[src/rtl/crc_frame_tx.sv]
// Byte FIFO feeding a send/busy sender; appends a CRC-8 (poly 0x07)
// byte after every FRAME_LEN payload bytes.
module crc_frame_tx #(
  parameter int FRAME_LEN = 8,
  parameter int DEPTH     = 16,
  parameter int ACK_WAIT  = 15
) (
  input  logic                       clk,
  input  logic                       reset_n,
  input  logic [7:0]                 i_data,
  input  logic                       i_valid,
  output logic [7:0]                 o_data,
  output logic                       o_send,
  input  logic                       i_busy,
  output logic                       o_is_crc,
  output logic [7:0]                 o_crc8,
  output logic [7:0]                 o_last_crc,
  output logic [7:0]                 o_frame_count,
  output logic [$clog2(DEPTH):0]     o_fifo_count,
  output logic                       o_overflow
);

  localparam int AW = $clog2(DEPTH);
  localparam logic [7:0] PAY_LEN = 8'(FRAME_LEN);
  localparam logic [AW:0] FULL_C = (AW+1)'(DEPTH);
  localparam logic [15:0] ACK_W = 16'(ACK_WAIT);

  typedef enum logic [1:0] {
    IDLE,
    SEND,
    WAIT_ACK,
    WAIT_DONE
  } state_t;

  state_t        state_q;
  logic [7:0]    mem_q [DEPTH];
  logic [AW-1:0] wr_q;
  logic [AW-1:0] rd_q;
  logic [AW:0]   cnt_q;
  logic [AW:0]   cnt_d;
  logic [7:0]    pay_q;
  logic [7:0]    crc_q;
  logic [15:0]   wait_q;
  logic [15:0]   wait_d;
  logic [7:0]    data_q;
  logic          is_crc_q;
  logic          send_q;
  logic [7:0]    last_q;
  logic [7:0]    frames_q;
  logic          ovf_q;

  logic frame_full;
  logic fifo_empty;
  logic fifo_full;
  logic pop;
  logic push;
  logic ack_to;
  logic done;

  function automatic logic [7:0] crc8_step(
    input logic [7:0] c,
    input logic [7:0] b
  );
    logic [7:0] x;
    x = c ^ b;
    for (int i = 0; i < 8; i++) begin
      x = x[7] ? ((x << 1) ^ 8'h07) : (x << 1);
    end
    return x;
  endfunction

  always_comb begin
    frame_full = (pay_q == PAY_LEN);
    fifo_empty = (cnt_q == '0);
    fifo_full  = (cnt_q == FULL_C);
    pop  = (state_q == IDLE) && !frame_full && !fifo_empty;
    // A full FIFO still accepts a byte when the head leaves this cycle
    push = i_valid && (!fifo_full || pop);
    cnt_d = cnt_q;
    if (push && !pop) begin
      cnt_d = cnt_q + 1'b1;
    end else if (pop && !push) begin
      cnt_d = cnt_q - 1'b1;
    end
    wait_d = wait_q + 16'd1;
    ack_to = (state_q == WAIT_ACK) && !i_busy
             && (wait_d == ACK_W);
    done = is_crc_q && (ack_to ||
           ((state_q == WAIT_DONE) && !i_busy));
  end

  always_ff @(posedge clk) begin
    if (reset_n && push) begin
      mem_q[wr_q] <= i_data;
    end
  end

  always_ff @(posedge clk) begin
    if (!reset_n) begin
      state_q  <= IDLE;
      wr_q     <= '0;
      rd_q     <= '0;
      cnt_q    <= '0;
      pay_q    <= '0;
      crc_q    <= '0;
      wait_q   <= '0;
      data_q   <= '0;
      is_crc_q <= 1'b0;
      send_q   <= 1'b0;
      last_q   <= '0;
      frames_q <= '0;
      ovf_q    <= 1'b0;
    end else begin
      send_q <= 1'b0;
      cnt_q  <= cnt_d;
      if (push) begin
        wr_q <= wr_q + 1'b1;
      end
      if (pop) begin
        rd_q <= rd_q + 1'b1;
      end
      if (i_valid && fifo_full && !pop) begin
        ovf_q <= 1'b1;
      end
      unique case (state_q)
        IDLE: begin
          if (frame_full) begin
            data_q   <= crc_q;
            is_crc_q <= 1'b1;
            state_q  <= SEND;
          end else if (pop) begin
            data_q   <= mem_q[rd_q];
            is_crc_q <= 1'b0;
            crc_q    <= crc8_step(crc_q, mem_q[rd_q]);
            pay_q    <= pay_q + 8'd1;
            state_q  <= SEND;
          end
        end
        SEND: begin
          if (!i_busy) begin
            send_q  <= 1'b1;
            wait_q  <= '0;
            state_q <= WAIT_ACK;
          end
        end
        WAIT_ACK: begin
          if (i_busy) begin
            state_q <= WAIT_DONE;
          end else begin
            wait_q <= wait_d;
            if (ack_to) begin
              state_q <= IDLE;
            end
          end
        end
        WAIT_DONE: begin
          if (!i_busy) begin
            state_q <= IDLE;
          end
        end
        default: state_q <= IDLE;
      endcase
      if (done) begin
        last_q   <= crc_q;
        crc_q    <= '0;
        pay_q    <= '0;
        frames_q <= frames_q + 8'd1;
      end
    end
  end

  assign o_data        = data_q;
  assign o_send        = send_q;
  assign o_is_crc      = is_crc_q;
  assign o_crc8        = crc_q;
  assign o_last_crc    = last_q;
  assign o_frame_count = frames_q;
  assign o_fifo_count  = cnt_q;
  assign o_overflow    = ovf_q;

endmodule

[config.mk]
export PLATFORM = sky130hd
export DESIGN_NAME = crc_frame_tx
export DESIGN_NICKNAME = d
export VERILOG_FILES = /design/src/rtl/crc_frame_tx.sv
export SDC_FILE = /design/constraint.sdc
export NUM_CORES = 1
export LEC_CHECK = 0
export BUFFER_PORTS_ARGS = -buffer_cell sky130_fd_sc_hd__buf_2
export CORE_ASPECT_RATIO = 1.75
export CORE_MARGIN = 4
export CORE_UTILIZATION = 47
export CTS_CLUSTER_SIZE = 20
export DETAILED_ROUTE_END_ITERATION = 10
export HOLD_SLACK_MARGIN = 0.03
export SYNTH_ARGS = -nofsm -noshare
export SYNTH_HDL_FRONTEND = slang
export SYNTH_SLANG_ARGS = --single-unit
[constraint.sdc]
create_clock -name clk -period 4.45 [get_ports clk]
set_clock_uncertainty 0.1 [all_clocks]
set_input_delay 0.445 -clock clk [delete_from_list [all_inputs] [get_ports clk]]
set_output_delay 0.445 -clock clk [all_outputs]
set_load 0.05 [all_outputs]
# --- Word-level counts from Yosys, hierarchy flattened ---
# Memories as Yosys holds them, arrays and structs flattened. A register that Yosys moved wholly into a read port is not among the register bits.
# Cells that the tools add are included.
word_totals:
  reg_bits: 74
  ram_bits: 128
  in_bits: 12
  out_inout_bits: 40
  elab_cells: 103
  n_memories: 1
memory_table:
  columns: ["memory", "words", "word_bits", "read_ports", "rd_clocked_by_memory_dff", "wr", "line_no", "rtl"]
  rows:
  - ["mem_q", 16, 8, 1, 1, 1, "36", "logic [7:0] mem_q [DEPTH];"]
op_classes:
  add_sub_neg: 7
  n_eq_ne: 11
  muxes: 29
  n_bitwise: 11
  reduce_logical: 31
ops:
  columns: ["op", "count"]
  rows:
  - ["$mux W16", 2]
  - ["$pmux W16 S2", 1]
  - ["$mux W3", 8]
  - ["$not A3 Y3", 8]
  - ["$add A16 B1 Y16 const B", 1]
  - ["$add A8 B1 Y8 const B", 2]
  - ["$eq A16 B4 Y1 const B", 1]
  - ["$mux W8", 2]
  - ["$logic_and A1 B1 Y1", 12]
  - ["$mux W2", 6]
  - ["$mux W5", 2]
  - ["$add A4 B1 Y4 const B", 2]
  - ["$eq A8 B4 Y1 const B", 1]
  - ["$mux W4", 2]
  - ["$pmux W2 S4", 1]
  - ["$xor A8 B8 Y8", 1]
  - ["$logic_not A1 Y1", 6]
  - ["$ne A2 B2 Y1 const B", 3]
  - ["$ne A3 B3 Y1 const B", 2]
  - ["$reduce_and A3 Y1", 2]
  - ["$reduce_bool A2 Y1", 3]
  - ["$add A5 B1 Y5 const B", 1]
  - ["$eq A5 B5 Y1 const B", 1]
  - ["$logic_not A5 Y1", 1]
  - ["10 further kinds", 18]

# --- Depth between registers and ports, before layout ---
# Gate-level depths: netlist of run 1.
logic_depth:
  depth_word: 17
  depth_mapped: 17
  depth_no_buf: 15

# --- Worst setup path after synthesis of run 1 ---
# No wires, ideal clock.
synth_timing:
  kind: "reg2reg"
  from: "register pay_q[0]"
  to: "register cnt_q[4] (netlist: o_fifo_count[4])"
  setup_ps: 70
  arrival_ps: 3231
  t_required_ps: 4280
  path_slack_ps: 1049
  stages_incl_launch_ff: 17
  path_buffers: 2
  period_less_slack_ps: 3401
  path_cell_list: "dfxtp_1 -> inv_1 -> ha_1 -> nor4b_1 -> and3_1 -> clkbuf_1 -> o31a_1 -> nor2b_1 -> clkbuf_1 -> ha_1 -> inv_1 -> fa_1 -> a21o_1 -> a21oi_1 -> xnor2_1 -> or3_1 -> a21oi_1"
synth_between:
  elab_chain_cells: 9
  elab_cells_between_ends: 12
  cone_classes: "eq/ne: 1; mux: 1; reduce/logical: 10"
synth_lines:
  columns: ["item", "line_no", "rtl"]
  rows:
  - ["from (decl)", "41", "logic [7:0] pay_q;"]
  - ["from (signal assigned)", "135", "pay_q <= pay_q + 8'd1;"]
  - ["$eq A8 B4 Y1 (*)", "73", "frame_full = (pay_q == PAY_LEN);"]
  - ["$logic_not A1 Y1 (*)", "76", "pop = (state_q == IDLE) && !frame_full && !fifo_empty;"]
  - ["$logic_and A1 B1 Y1 (*) (2 in series)", "76", null]
  - ["$logic_or A1 B1 Y1", "78", "push = i_valid && (!fifo_full || pop);"]
  - ["$logic_and A1 B1 Y1", "78", null]
  - ["$logic_not A1 Y1", "82", "end else if (pop && !push) begin"]
  - ["$logic_and A1 B1 Y1", "82", null]
  - ["$reduce_bool A2 Y1 (no source line)", null, null]
  - ["to (signal assigned)", "115", "cnt_q <= cnt_d;"]
  - ["to (decl)", "39", "logic [AW:0] cnt_q;"]
# Mark *: on every way between the ends. The rest lies on a longest branch, timed or not.
# A chain may end at the register's enable or synchronous reset.

# --- Worst setup path in the final report of run 1 ---
# Same ends and word-level chain as after synthesis.

==> metrics.md, run 1 <==
| Metric | Value |
|---|---|
| Final #Nets | 841 |
| Via count | approximately 6,300 |
| Commonest cells after routing, fill and taps aside | edfxtp_1, dfxtp_1, nor2_1 |
| CTS sink cnt | between 200 and 250 |
| DP Worst Slack | 0.975 ns |
| WP data arrival | 3.80 ns |
| Run status | finished, final reports clean |
| Cells after Synth | just under 800 |
| Root buffer cell | clkbuf_16 |
| Initial antenna violation count | 0 |
| Top-Level Pins | 52 |
| Die Wd | 115 µm |
| Leak | 0.00357 µW |
| Router iterations before antenna repair | 4 |
| Per-cell routed wire length | 21.2 µm |
| Vias per cell | slightly below 6 |
| Post-CTS sizing | 0 |
| Starting Density | 0.478 |
| Post-DRT Antenna Nets | 0 |
| Hold Path Class | input port to flip-flop |
| Die area | around 23,000 µm² |
| Area Overhead vs Synth | 10.7% |
| Async S/R FF share, synth | 0 |
| Cts bufs inserted | 20 |
| Postcts setup bufs | 0 |
| DP HPWL | around 16 mm |
| Max Root-Sink Buffers | 3 |
| Layout cell share with drive strength beyond 1 | 0.167 |
| Top_reg_cell synth | edfxtp_1 |
| Worst vdd ir | 341 µV |
| Final setup margin | 0.961 ns |
| IO Port Bufs | 51 |
| Power per cell area | 554 nW/µm² |
| Layout fillers | 1,727 |
| Final hold violations | 0 |
| Maxcap violations | 0 |
| Placer Congestion | 0.829 |
| Htree depth | 1 |
| Sum of negative setup slack | 0 ns |
| Final Max Slew Viols | 0 |
| Chip Height | 196 µm |
| Hold Worst Slack | approximately 0.13 ns |
| Post-Syn Nets | 811 |
| Mean post-synth cell area | between 10 and 15 µm² |
| Unique masters post-synth | 74 |
| First-pass GRT wire length | 35.7 mm |
| RSZ-0062 raised after global routing | false |
| Critical Path End Type | flip-flop |
| Finished Core Util | 0.530 |
| EDFF count, synth | 128 |
| Final cycle utilization of the critical path | 0.784 |
| #FFs+latches synth | about 210 |
| Drt total wl | 22.8 mm |
| Rel. slew slack | 0.351 |
| Crit Path Category | flip-flop to flip-flop |
| Gr usage total | 0.202 |
| Fmax | 0.287 GHz |
| Worst setup SP type | flip-flop |
| Detailed-route DRC error count | 0 |
| Worst Tran Pin Value | between 0.9 and 1 ns |
| Worst Path Max Fanout | 10 |
| CTS tree | built |
| Number of global-route vias before repair | 6,474 |
| CTS clk-pin slew, worst paths | roughly 0.07 ns |
| # diodes | 0 |
| Site row count | 68 |
| Remaining Overflow, GRT | 0 |
| Core Box Area | 19,800 µm² |
| Worst-skew pair later-pin latency | approximately 0.5 ns |
| Post-Syn Area | 9480 µm² |
| Post-CTS Hold Fix Bufs | 0 |
| Synth warnings | 0 |
| Final Setup Violations | 0 |
| Commonest non-fill, non-tap cell in the layout | edfxtp_1 |
| Data required, critical path | 4.76 ns |
| Register area share after synthesis | 0.570 |
| Largest net degree at the start of global routing | 53 |
| Starting DRC count in detailed routing | between 400 and 500 |
| Crit path time final | around 3.5 ns |
[critical path, cell delays in order (launching register included)]
cell and delay [ns]:
dfxtp_1 0.42, inv_1 0.07, ha_1 0.19, nor4b_1 0.13, and3_1 0.17, buf_4 0.17, o31a_1 0.26, nor2b_1 0.11
buf_4 0.18, ha_1 0.20, inv_1 0.11, fa_1 0.41, a21o_1 0.17, a21oi_1 0.17, xnor2_1 0.09, or3_1 0.30
a21oi_1 0.15
[flip-flops by register name, summed over array words and instances, names as in the netlist, named ones only]
name,count
wr_q,4
mem_q,128
o_last_crc,8
pay_q,8
o_crc8,8
o_send,1
state_q,2
wait_q,16
rd_q,4
o_is_crc,1
o_data,8
o_overflow,1
o_fifo_count,5
o_frame_count,8
[power by group]
group	switching, µW	total (µW)	internal (µW)	leakage, µW
Clock	703	1630	931	0.000301
Combinational	1110	1860	751	0.00149
Sequential	179	2320	2150	0.00179
Total	1990	5820	3830	0.00357
[final cells by class]
| cell class | count | area, µm² | share of cell area |
|---|---|---|---|
| clock buffer | 28 | 552 | 0.0525 |
| clock inverter | 8 | 73.8 | 0.00703 |
| tap | 245 | 307 | 0.0292 |
| sequential | 206 | 5410 | 0.515 |
| multi-input combinational | 501 | 3700 | 0.353 |
| timing repair buffer | 68 | 395 | 0.0377 |
| inverter | 17 | 63.8 | 0.00608 |
[stage by stage]
stage                     cells  instance area, µm²  total power [µW]
after CTS                  1073               10500              5870
after floorplan             784                9480              3810
after global routing       1073               10500              6110
after detailed placement   1037                9880              4230
final                      1073               10500              5820
after global placement     1037                9880              4180
[metal layers]
layer / GRT usage / vias to the layer above / routed length [µm]
met5: 0 / - / 0
met4: 0.0679 / 0 / 725
met3: 0.0269 / 41 / 908
met2: 0.390 / 155 / 12700
met1: 0.221 / 3142 / 8440
li1: - / 3009 / -
[synthesized netlist by cell type, drive strengths merged (10+ instances only)]
| master | instances | area share |
|---|---|---|
| nand2 | 42 | 0.017 |
| o21ai | 29 | 0.015 |
| mux2i | 27 | 0.028 |
| edfxtp | 128 | 0.41 |
| mux4 | 25 | 0.061 |
| xor2 | 18 | 0.018 |
| a22oi | 10 | 0.0079 |
| nand3 | 32 | 0.017 |
| xnor2 | 17 | 0.016 |
| nor4 | 10 | 0.0082 |
| nor3 | 21 | 0.011 |
| nand4 | 17 | 0.011 |
| a21oi | 52 | 0.027 |
| nor2 | 64 | 0.025 |
| a2111oi | 10 | 0.011 |
| buf | 19 | 0.013 |
| inv | 17 | 0.0067 |
| clkbuf | 40 | 0.019 |
| dfxtp | 78 | 0.16 |
| ha | 14 | 0.018 |
[path summary, 6_finish.rpt]
path	from	endpoint	slack [ns]	cells after the start
min reg2reg	o_data[4]	o_data[4]	0.36	2
min	i_valid	o_overflow	0.13	3
max	pay_q[0]	o_fifo_count[4]	0.96	16
max reg2reg	pay_q[0]	o_fifo_count[4]	0.96	16
[cells by family after synthesis]
family / synth area share
multiplexers: 0.0942
flip-flops: 0.570
AND/OR/NAND/NOR: 0.136
buffers and inverters: 0.0397
AO/OA/AOI/OAI: 0.101
adder cells (fa/ha/maj): 0.0206
XOR/XNOR: 0.0387
No activity file was read; power rests on OpenSTA's default activity.
==> run 2, diff against run 1 <==
Settings changed: PLACE_DENSITY from default to 0.66.
Clock period 4.45 ns to 2.95 ns, I/O delays scaled along.
==> metrics.md, run 2 (synthesis gave the netlist of run 1 again) <==
| Metric | Value |
|---|---|
| Max Root-Sink Buffers | 3 |
| CTS tree | built |
| Starting DRC count in detailed routing | 325 |
| Worst Tran Pin Value | 0.730 ns |
| Final Max Slew Viols | 0 |
| Htree depth | 1 |
| Die area | 22,600 µm² |
| Layout cell share with drive strength beyond 1 | 0.268 |
| Sw frac | 0.328 |
| Worst setup SP type | flip-flop |
| Final hold violations | 0 |
| Power per cell area | between 800 and 900 nW/µm² |
| Critical Path End Type | flip-flop |
| Number of global-route vias before repair | between 6,000 and 7,000 |
| Chip Height | 196 µm |
| Data required, critical path | roughly 3.2 ns |
| Crit path depth | 8 |
| Post-DRT Antenna Nets | 0 |
| Final Instance Area | roughly 11,000 µm² |
| Maxcap violations | 0 |
| Worst R2R Setup Slack | ~0.011 ns |
| Starting Density | 0.478 |
| RSZ-0062 raised after global routing | true |
| # diodes | 0 |
| Remaining Overflow, GRT | 0 |
| Final #Nets | 906 |
| Gr usage total | 0.205 |
| DP HPWL | 17.2 mm |
| Leak | 0.00400 µW |
| Placer Congestion | ~0.83 |
| Site row count | 68 |
| Initial antenna violation count | 0 |
| Vias per cell | 5.80 |
| Flop pwr share | 0.355 |
| Worst vdd ir | a little over 600 µV |
| Placement Cell Area | between 10,000 and 15,000 µm² |
| Top-Level Pins | 52 |
| Largest net degree at the start of global routing | 38 |
| Root buffer cell | clkbuf_16 |
| Fmax | 0.340 GHz |
| Cts bufs inserted | 20 |
| Via count | 6,592 |
| Commonest non-fill, non-tap cell in the layout | edfxtp_1 |
| Power Internal | 6560 µW |
| Die Wd | 115 µm |
| Max reg flops | 128 |
| CTS sink cnt | 206 |
| Crit-path max cell delay | 0.52 ns |
| Crit path time final | 2.94 ns |
| R2R depth | 8 |
| Worst Path Max Fanout | 14 |
| Final setup margin | 0.0107 ns |
| Hold Path Class | input port to flip-flop |
| Sw power | 3200 µW |
| Per-cell routed wire length | 20.6 µm |
| Drt total wl | approximately 23 mm |
| Largest regs | mem_q x128, wait_q x16 |
| Rel. slew slack | 0.512 |
| Worst path bufs/invs | 1 |
| Slowest stage cell on the critical path | mux4_2 |
| End of the critical path | o_crc8[0] |
| Detailed-route DRC error count | 0 |
| IO Port Bufs | 51 |
| Final Setup Violations | 0 |
| Commonest cells after routing, fill and taps aside | edfxtp_1, buf_4, dfxtp_1 |
| DP Worst Slack | -0.0844 ns |
| First-pass GRT wire length | 36.2 mm |
| CTS clk-pin slew, worst paths | 0.07 ns |
| Largest Register | mem_q |
| Run status | finished, final reports clean |
| Worst R2R End | o_crc8[0] |
| Clock network power share | 0.297 |
| Comb pwr share | 0.348 |
| Family with the most delay on the worst path | compound AO/OA/AOI/OAI gates |
| WP data arrival | around 3.2 ns |
| Router iterations before antenna repair | 4 |
| Crit Path Category | flip-flop to flip-flop |
| Area Overhead vs Synth | 19.2% |
| Worst-skew pair later-pin latency | 0.49 ns |
| Crit path cell chain | buf_12 -> mux4_2 -> or2_2 -> a211oi_1 -> and4bb_2 -> xor2_2 -> xnor2_1 -> a2111oi_2 |
| Core Box Area | 19,800 µm² |
| Final cycle utilization of the critical path | 0.996 |
==> run 2: power groups by stage <==
stage               sequential (µW)  combinational (µW)  clock [µW]
CTS                            3450                3220        2950
global route                   3490                3650        3070
finish                         3470                3390        2900
global placement               3500                3120           0
floorplan                      3760                2010           0
detailed placement             3520                3190           0
==> run 2: timing repair <==
action	in CTS	in global routing
cloned	0	0
gates resized for setup	9	30
hold buffers	2	0
pin swaps	2	5
hold endpoints to repair	2	0
endpoints found under the setup margin	7	19
buffers inserted	0	8
==> run 2: final cells by class <==
type / instances / area [µm²]
Clock buffer: 22 / 529
Clock inverter: 13 / 225
Fill cell: 1615 / 8520
Inverter: 17 / 68.8
Multi-Input combinational cell: 501 / 3840
Sequential cell: 206 / 5420
Tap cell: 245 / 307
Timing Repair Buffer: 133 / 917
==> run 2: metrics by stage <==
step	utilization	total power (µW)	instances	setup TNS [ns]	hold WS [ns]
global route	0.570	10200	1137	-0.178	0.0880
global placement	0.521	6630	1092	-0.0222	0.350
detailed placement	0.521	6710	1092	-0.222	0.347
CTS	0.562	9630	1129	-0.0294	0.0812
finish	0.570	9760	1137	0	0.0961
floorplan	-	5780	784	-0.0688	0.294
==> run 2: metal layers <==
metal	GRT usage	part of all wire	vias up
met5	0	0	-
met4	0.0809	0.039	0
met3	0.0265	0.034	54
met2	0.404	0.58	156
met1	0.210	0.35	3246
li1	-	-	3136
==> run 2: worst min-delay path by stage <==
stage               startpoint      endpoint  slack, ns  depth (start not counted)
finish               i_data[1]  mem_q[11][1]        0.1                          1
global route         i_data[1]   mem_q[0][1]       0.09                          1
CTS                  i_data[1]  mem_q[11][1]       0.08                          1
detailed placement   o_data[5]     o_data[5]       0.35                          2
global placement     o_data[5]     o_data[5]       0.35                          2
floorplan            i_data[0]   mem_q[0][0]       0.29                          0
==> run 3, diff against run 2 <==
==> constraint.sdc (replaced) <==
create_clock -name clk -period 2.5 [get_ports clk]
set_clock_uncertainty 0.1 [all_clocks]
set_input_delay 0.125 -clock clk [delete_from_list [all_inputs] [get_ports clk]]
set_output_delay 0.125 -clock clk [all_outputs]
set_load 0.05 [all_outputs]
==> metrics.md, run 3 (synthesis gave the netlist of run 1 again) <==
| Metric | Value |
|---|---|
| Run status | finished, violations left |
| Failing checks | negative setup slack |
| Post-DRT Antenna Nets | 0 |
| Final #Nets | 1,008 |
| Gr usage total | 0.221 |
| Detailed-route DRC error count | 0 |
| Drt total wl | 25.3 mm |
| Hold Path Class | input port to flip-flop |
| WP data arrival | between 3 and 4 ns |
| CTS clk-pin slew, worst paths | approximately 0.060 ns |
| Placer Congestion | 0.826 |
| Most common cell on crit path | ha_4 |
| Final Max Slew Viols | 0 |
| Worst path bufs/invs | 2 |
| Initial antenna violation count | 0 |
| Router iterations before antenna repair | 5 |
| Crit-path max cell delay | about 0.35 ns |
| Slowest stage cell on the critical path | dfxtp_2 |
| Worst Path Max Fanout | 3 |
| CTS sink cnt | between 200 and 250 |
| RSZ-0062 raised after global routing | true |
| Top-Level Pins | 52 |
| Largest Register | mem_q |
| Maxcap violations | 0 |
| Max reg flops | 128 |
| Final hold violations | 0 |
| Remaining Overflow, GRT | 0 |
| Worst vdd ir | about 750 µV |
| DP Worst Slack | -0.522 ns |
| Htree depth | 1 |
| Die Wd | 115 µm |
| Largest net degree at the start of global routing | 30 |
| Crit path time final | 2.89 ns |
| Power per cell area | between 900 and 1000 nW/µm² |
| Vias per cell | around 5.8 |
| Hold Worst Slack | 0.178 ns |
| Crit path cell chain | inv_2 -> ha_4 -> nor4b_4 -> and3_4 -> o31a_1 -> nor2b_2 -> ha_4 -> inv_4 -> fa_2 -> a21o_1 -> a21oi_2 -> xnor2_1 -> or3_1 -> a21oi_1 |
| Fmax | 0.346 GHz |
| Sw frac | 0.337 |
| Leak | between 0.004 and 0.005 µW |
| CTS tree | built |
| Starting Density | 0.478 |
| Layout cell share with drive strength beyond 1 | 0.420 |
| Final Setup Violations | between 50 and 60 |
| Area Overhead vs Synth | 36.3% |
| Final Instance Area | about 13,000 µm² |
| Crit Path Category | flip-flop to flip-flop |
| Worst Hold Depth | 3 |
| Placement Cell Area | 11,200 µm² |
| Cts bufs inserted | 20 |
| Hold wc startpoint | reset_n |
| Die area | ~23,000 µm² |
| Worst setup SP type | flip-flop |
| # diodes | 0 |
| Commonest non-fill, non-tap cell in the layout | edfxtp_1 |
| Largest regs | mem_q x128, wait_q x16 |
| Family with the most delay on the worst path | simple AND/OR/NAND/NOR gates |
| Core Box Area | approximately 20,000 µm² |
| Power, Total | roughly 12,000 µW |
| Via count | 7,151 |
| Layout fillers | 1,449 |
| Sum of negative setup slack | -5.65 ns |
| Root buffer cell | clkbuf_16 |
| Worst r2r src | pay_q[1] |
| Number of global-route vias before repair | roughly 7,400 |
| Worst Tran Pin Value | between 0.6 and 0.7 ns |
| Flop pwr share | 0.338 |
| Data required, critical path | ~2.8 ns |
| Rel. slew slack | 0.533 |
| Final setup margin | -0.388 ns |
| Worst R2R End | o_fifo_count[4] |
| Per-cell routed wire length | 20.4 µm |
| Critical Path End Type | flip-flop |
| Starting DRC count in detailed routing | just under 500 |
| Power Internal | 7970 µW |
| Comb pwr share | 0.413 |
| Max Root-Sink Buffers | 3 |
| Site row count | 68 |
| Final cycle utilization of the critical path | 1.16 |
| Clock network power share | 0.249 |
| First-pass GRT wire length | a little under 40 mm |
| Commonest cells after routing, fill and taps aside | edfxtp_1, buf_4, dfxtp_1 |
| IO Port Bufs | 51 |
| Chip Height | 196 µm |
| Worst-skew pair later-pin latency | 0.49 ns |
| Hold Path End | rd_q[0] |
| DP HPWL | about 17 mm |
| R2R depth | 14 |
| Sw power | 4050 µW |
| Worst R2R Setup Slack | -0.39 ns |
## run 3: worst register-to-register path: cells and delay by family, from the launching register on
kind	cells	cell delay, ns
flops	1	0.35
simple gates	4	0.79
buf+inv	2	0.09
xor+xnor	1	0.09
compound gates	4	0.72
fa+ha+maj	3	0.67
## run 3: power groups by stage
stage                     registers, µW  logic [µW]  clock network (µW)
after floorplan                    4450        2470                   0
after global placement             4100        4100                   0
after detailed placement           4120        4220                   0
after CTS                          4060        4620                3060
after global routing               4080        5310                3200
final                              4070        4960                2990
## run 3: how the worst max path moves through the flow
stage,start,endpoint,slack [ns],cells after the start
detailed placement,pay_q[1],o_fifo_count[4],-0.52,14
global placement,pay_q[0],o_fifo_count[4],-0.41,14
global route,pay_q[0],o_fifo_count[4],-0.49,14
finish,pay_q[1],o_fifo_count[4],-0.39,14
CTS,pay_q[1],o_fifo_count[4],-0.36,14
floorplan,pay_q[0],o_fifo_count[4],-0.51,16
## run 3: cell type report
cell class                 count  area, µm²  area share
sequential                   206       5440       0.421
clock buffer                  24        547      0.0423
tap                          245        307      0.0237
clock inverter                12        113     0.00871
multi-input combinational    501       4390       0.340
inverter                      17       66.3     0.00513
timing repair buffer         235       2070       0.160
## run 3: routing by layer
metal,wire length [µm],track usage,vias up
li1,-,-,3351
met1,8900,0.234,3536
met2,14500,0.427,195
met3,910,0.0299,69
met4,969,0.0905,0
met5,0,0,-
## run 3: timing repair
action,in CTS,in global routing
setup buffers,20,12
hold buffers,13,0
gates cloned,1,0
endpoints found under the hold margin,136,0
endpoints found under the setup margin,164,155
pin swaps,32,28
gates resized for setup,71,82
## run 3: through the flow
stage | util | std cells
floorplan | - | 784
global placement | 0.566 | 1159
detailed placement | 0.566 | 1159
CTS | 0.631 | 1229
global route | 0.652 | 1240
finish | 0.652 | 1240
